[src/rtl/weight_read_ctrl.sv]
// Weight-memory read sequencer: load window after reset, then two-lane (even/odd row) address passes with MAC strobes.
// Optional build macro WEIGHT_CTRL_PERF_EN adds the stall_cnt output.
module weight_read_ctrl #(
  parameter int NPIX        = 784,
  parameter int ADDR_W      = 10,
  parameter int RD_LAT      = 1,
  parameter int LOAD_CYCLES = 9
) (
  input  logic              clk,
  input  logic              rst,
  input  logic              start,
  input  logic              stall,
  output logic              load,
  output logic [ADDR_W-1:0] addr1,
  output logic [ADDR_W-1:0] addr2,
  output logic              valid_weight2,
  output logic              busy,
  output logic              mac_en,
  output logic              mac_en2,
  output logic              last,
  output logic              done
`ifdef WEIGHT_CTRL_PERF_EN
  ,
  output logic [15:0]       stall_cnt
`endif
);

  localparam int                NPAIRS  = (NPIX + 1) / 2;
  localparam int                LC_W    = $clog2(LOAD_CYCLES + 1);
  localparam logic [31:0]       NPIX_U  = NPIX;
  localparam logic [ADDR_W-1:0] LAST_A1 = ADDR_W'(2 * (NPAIRS - 1));
  localparam logic [ADDR_W-1:0] A2_INIT = (NPIX > 1) ? ADDR_W'(1) : '0;
  localparam logic              VW2_INIT = (NPIX > 1);

  if (NPIX < 1 || 64'(NPIX) > (64'd1 << ADDR_W) || RD_LAT < 1 || RD_LAT > 4 ||
      LOAD_CYCLES < 1) begin : g_param_err
    $error("weight_read_ctrl: illegal parameter combination");
  end

  typedef enum logic [1:0] {S_LOAD, S_IDLE, S_RUN, S_DRAIN} state_t;
  state_t state;

  logic [LC_W-1:0]   load_cnt;
  logic [RD_LAT-1:0] pe, pe2, pl;
  logic              issue, final_pair, vw2_next;
  logic [31:0]       a2_next_w;

  // Handshake: start is honoured only in IDLE; busy is high from the first RUN
  // cycle until the done cycle, and done is a single-cycle pulse in which busy is 0.
  assign issue      = (state == S_RUN) && !stall;
  assign final_pair = (addr1 == LAST_A1);
  assign a2_next_w  = 32'(addr1) + 32'd3;
  assign vw2_next   = (a2_next_w < NPIX_U);

  assign mac_en  = pe[RD_LAT-1];
  assign mac_en2 = pe2[RD_LAT-1];
  assign last    = pl[RD_LAT-1];

  always_ff @(posedge clk) begin
    if (rst) begin
      state         <= S_LOAD;
      load          <= 1'b1;
      load_cnt      <= LC_W'(LOAD_CYCLES - 1);
      addr1         <= '0;
      addr2         <= A2_INIT;
      valid_weight2 <= 1'b0;
      busy          <= 1'b0;
      done          <= 1'b0;
      pe            <= '0;
      pe2           <= '0;
      pl            <= '0;
`ifdef WEIGHT_CTRL_PERF_EN
      stall_cnt     <= '0;
`endif
    end else begin
      // The latency pipe keeps shifting during stalls so in-flight reads still land.
      pe[0]  <= issue;
      pe2[0] <= issue && valid_weight2;
      pl[0]  <= issue && final_pair;
      for (int i = 1; i < RD_LAT; i++) begin
        pe[i]  <= pe[i-1];
        pe2[i] <= pe2[i-1];
        pl[i]  <= pl[i-1];
      end

      case (state)
        S_LOAD: begin
          if (load_cnt == '0) begin
            state <= S_IDLE;
            load  <= 1'b0;
          end else begin
            load_cnt <= load_cnt - LC_W'(1);
          end
        end
        S_IDLE: begin
          if (start) begin
            state         <= S_RUN;
            busy          <= 1'b1;
            addr1         <= '0;
            addr2         <= A2_INIT;
            valid_weight2 <= VW2_INIT;
`ifdef WEIGHT_CTRL_PERF_EN
            stall_cnt     <= '0;
`endif
          end
        end
        S_RUN: begin
          if (stall) begin
`ifdef WEIGHT_CTRL_PERF_EN
            if (stall_cnt != 16'hFFFF) stall_cnt <= stall_cnt + 16'd1;
`endif
          end else if (final_pair) begin
            state         <= S_DRAIN;
            addr1         <= '0;
            addr2         <= A2_INIT;
            valid_weight2 <= 1'b0;
          end else begin
            addr1         <= addr1 + ADDR_W'(2);
            addr2         <= vw2_next ? addr1 + ADDR_W'(3) : '0;
            valid_weight2 <= vw2_next;
          end
        end
        S_DRAIN: begin
          // Stay in DRAIN through the done cycle so a start there is not taken.
          if (done) begin
            state <= S_IDLE;
            done  <= 1'b0;
          end else if (last) begin
            done <= 1'b1;
            busy <= 1'b0;
          end
        end
        default: state <= S_LOAD;
      endcase
    end
  end

endmodule
[config.mk]
export PLATFORM = sky130hd
export DESIGN_NAME = weight_read_ctrl
export DESIGN_NICKNAME = d
export VERILOG_FILES = /design/src/rtl/weight_read_ctrl.sv
export SDC_FILE = /design/constraint.sdc
export NUM_CORES = 1
export LEC_CHECK = 0
export BUFFER_PORTS_ARGS = -buffer_cell sky130_fd_sc_hd__buf_4
export CORE_MARGIN = 8
export CORE_UTILIZATION = 53
export CTS_CLUSTER_DIAMETER = 120
export DETAILED_ROUTE_END_ITERATION = 12
export PLACE_DENSITY = 0.77
export SYNTH_ARGS = -nofsm -noshare
export SYNTH_HDL_FRONTEND = slang
export SYNTH_SLANG_ARGS = --single-unit
[constraint.sdc]
create_clock -name clk -period 2.15 [get_ports clk]
set_input_delay 0.1075 -clock clk [delete_from_list [all_inputs] [get_ports clk]]
set_output_delay 0.1075 -clock clk [all_outputs]
set_load 0.1 [all_outputs]
==> flow_summary.yaml <==
run_status:
  run_status: "finished clean"
sta:
  period_share: 0.973
  relSlewSlack: 0.562
  timing.fmax_mhz: 478
  tightest_slew_ps: 658
  drv_slew: 0
  setup_slack_ps: 59.0
  period_minus_slack_ps: 2090
  hold_viol: 0
  finalSetupTns_ps: 0
  rsz0062_at_grt: "no"
  skew_ps: 3.91
  setup_viol: 0
cts:
  clkSlewWorstSetupHoldPaths_ps: 100
  post_cts_buffers: 0
  holdBufCountCts: 0
  htree_levels: 2
  cts_root_buffer: "clkbuf_4"
  clock_sinks: 32
  cts_tree: "done"
  clk_latency_ps: 330
  numCtsBuffers: 5
  clk_path_buf_depth: 2
  postCtsResizedCells: 0
yosys:
  yosysSeqAreaShare: 0.395
  avgSynthCellArea_um2: 8.82
  muxShareOfSynthArea: 0.0185
  synthAdderAreaFrac: 0.0617
  syn_nets: 196
  synth_top_cell_area_share: 0.395
  ys_top_cells_by_area: "dfxtp_1 (39%), ha_1 (6.2%), nand2_1 (4.6%), a21oi_1 (4.3%), xnor2_1 (4.3%)"
  yosys_register_bits: 32
  synth_top_family_by_area: "simple AND/OR/NAND/NOR gates"
  synthCells: 184
  synth_cell_types: 45
  synth_xor_area_frac: 0.0540
  yosysWarnings: 0
  syn-cell-area_um2: 1620
  netlist.top_cell.by_area: "dfxtp_1"
  synth-simple-area-share: 0.229
  synth-compound-area-share: 0.184
final_layout:
  utilization: 0.655
  antenna_cells: 0
  nNetsFinal: 224
  drive_gt1_frac: 0.254
  final_area_um2: 1950
  area_growth_syn_to_layout_pct: 20.2
  instances_no_fill: 246
  layout_commonest_cell: "buf_4"
  final_cell_mix: "buf_4 (31), dfxtp_1 (23), nand2_1 (20), nor2_1 (17), a21oi_1 (14)"
  nFillCells: 255
placement:
  dp_hpwl_mm: 2.71
  io_buffers: 29
  pre_cts_ws_ps: 183
  dpl_cell_area_um2: 1860
  gp_congestion: 0.804
  dp.cells: 238
power_and_ir_drop:
  pwr-share-seq: 0.398
  clkPwrFrac: 0.268
  power_switching_share: 0.371
  combPwrFrac: 0.334
  max-vdd-ir-drop_uv: 575
  leakage_uw: 0.000763
  power.net_switching_uw: 653
  p_per_area_nw_per_um2: 903
  p_int_uw: 1110
worst_hold_path:
  hold_path_class: "in2reg"
  hold_depth: 2
  hp-start: "rst"
  whs_endpoint: "load_cnt[0]"
setup_path:
  crit_fanout: 10
  regToRegEndpoint: "state[0]"
  cp.required_ps: 2420
  startpoint_type: "flop"
  arrival_ps: 2360
  crit_type: "reg2reg"
  r2r-start: "addr1[4]"
  reg2regPathDepth: 5
  cp-end-kind: "flop"
  reg2reg_slack_ps: 60
global_routing:
  grt_start_max_net_pins: 29
  grt_pass1_vias: 1393
  grt_usage: 0.151
  antenna_found_initial: 0
  overflow: 0
  grt_pass1_wl_mm: 6.27
floorplan:
  die-area_um2: 5090
  core_um2: 2980
  fp.dieW_um: 71.3
  start_util: 0.545
  ios: 31
  fp-row-count: 20
  die_h_um: 71.3
route:
  wl_mm: 3.71
  wl_per_cell_um: 15.1
  drt_iter0_markers: 92
  vias: 1433
  via_per_inst: 5.83
  post-route-drc-count: 0
  ant_nets: 0
  first_pass_iters: 4
run:
  maxCapViolCount: 0
[power groups by stage]
| stage | sequential (uW) | clock, uW | combinational, uW |
|---|---|---|---|
| 3_3_place_gp | 710 | 0 | 558 |
| 4_1_cts | 701 | 481 | 590 |
| 5_1_grt | 711 | 512 | 630 |
| 2_1_floorplan | 867 | 0 | 312 |
| 3_5_place_dp | 715 | 0 | 587 |
| 6_report | 701 | 472 | 588 |
[kinds of logic after synthesis]
logic type / count (synthesis)
AOI/OAI and AO/OA: 43
xor gates and xnor gates: 10
adders and majority gates: 8
buffers and inverters: 16
DFF: 32
muxes: 3
other: 1
and+or+nand+nor: 71
[synthesized netlist by cell type (all sizes together)]
cell type	instances
inv	6
a32oi	1
a21oi	14
a41oi	1
or4	2
nand2b	6
a311oi	6
o22a	1
nand3	3
a22o	1
or2	1
xnor2	8
clkbuf	3
o2111ai	1
buf	7
mux2i	3
nand4	1
a211oi	2
o31ai	7
nor2	17
and4	1
a21o	2
nor2b	5
nand2	20
o32ai	1
or2b	4
conb	1
o41ai	1
nor3	3
nand3b	1
and2	2
a22oi	1
a32o	1
xor2	2
ha	8
and3	2
o21ai	3
or3	2
dfxtp	32
nor3b	1
[flip-flops by register name, summed over array words and instances (netlist names), 2 cells and up]
register,cells
state,2
load_cnt,4
addr1,9
addr2,10
[final cells by class]
class / instances / area, um^2 / area share
inverter: 6 / 22.5 / 0.0115
clock buffer: 8 / 90.1 / 0.0462
timing repair buffer: 31 / 233 / 0.119
multi-input combinational: 136 / 900 / 0.461
sequential: 32 / 664 / 0.341
tap: 33 / 41.3 / 0.0212
[worst max-delay path by stage]
stage          startpoint  slack, ps        to
2_1_floorplan    addr1[4]        -30  addr2[4]
5_1_grt          state[1]         10  addr2[9]
3_5_place_dp     addr1[4]        180  state[0]
4_1_cts          addr1[4]        110  state[0]
3_3_place_gp     addr1[4]        190  state[0]
6_report         addr1[4]         60  state[0]
[metrics by stage]
stage	power, uW	hold slack (ps)
after floorplan	1180	316
after global placement	1270	436
after detailed placement	1300	448
after CTS	1770	127
after global routing	1850	133
final	1760	134
[worst max-delay path, stage by stage (launching register included)]
cell	delay (ps)
dfxtp_4	390
or4_4	550
o41ai_1	340
o2111ai_1	290
or2_2	340
a21oi_1	110
[per-layer routing]
| metal | share of wire | global-route usage | vias up |
|---|---|---|---|
| li1 | - | - | 703 |
| met1 | 0.47 | 0.185 | 673 |
| met2 | 0.45 | 0.234 | 51 |
| met3 | 0.071 | 0.0488 | 6 |
| met4 | 0.011 | 0.0670 | 0 |
| met5 | 0 | 0 | - |
Power figures use the tool's default switching activity.
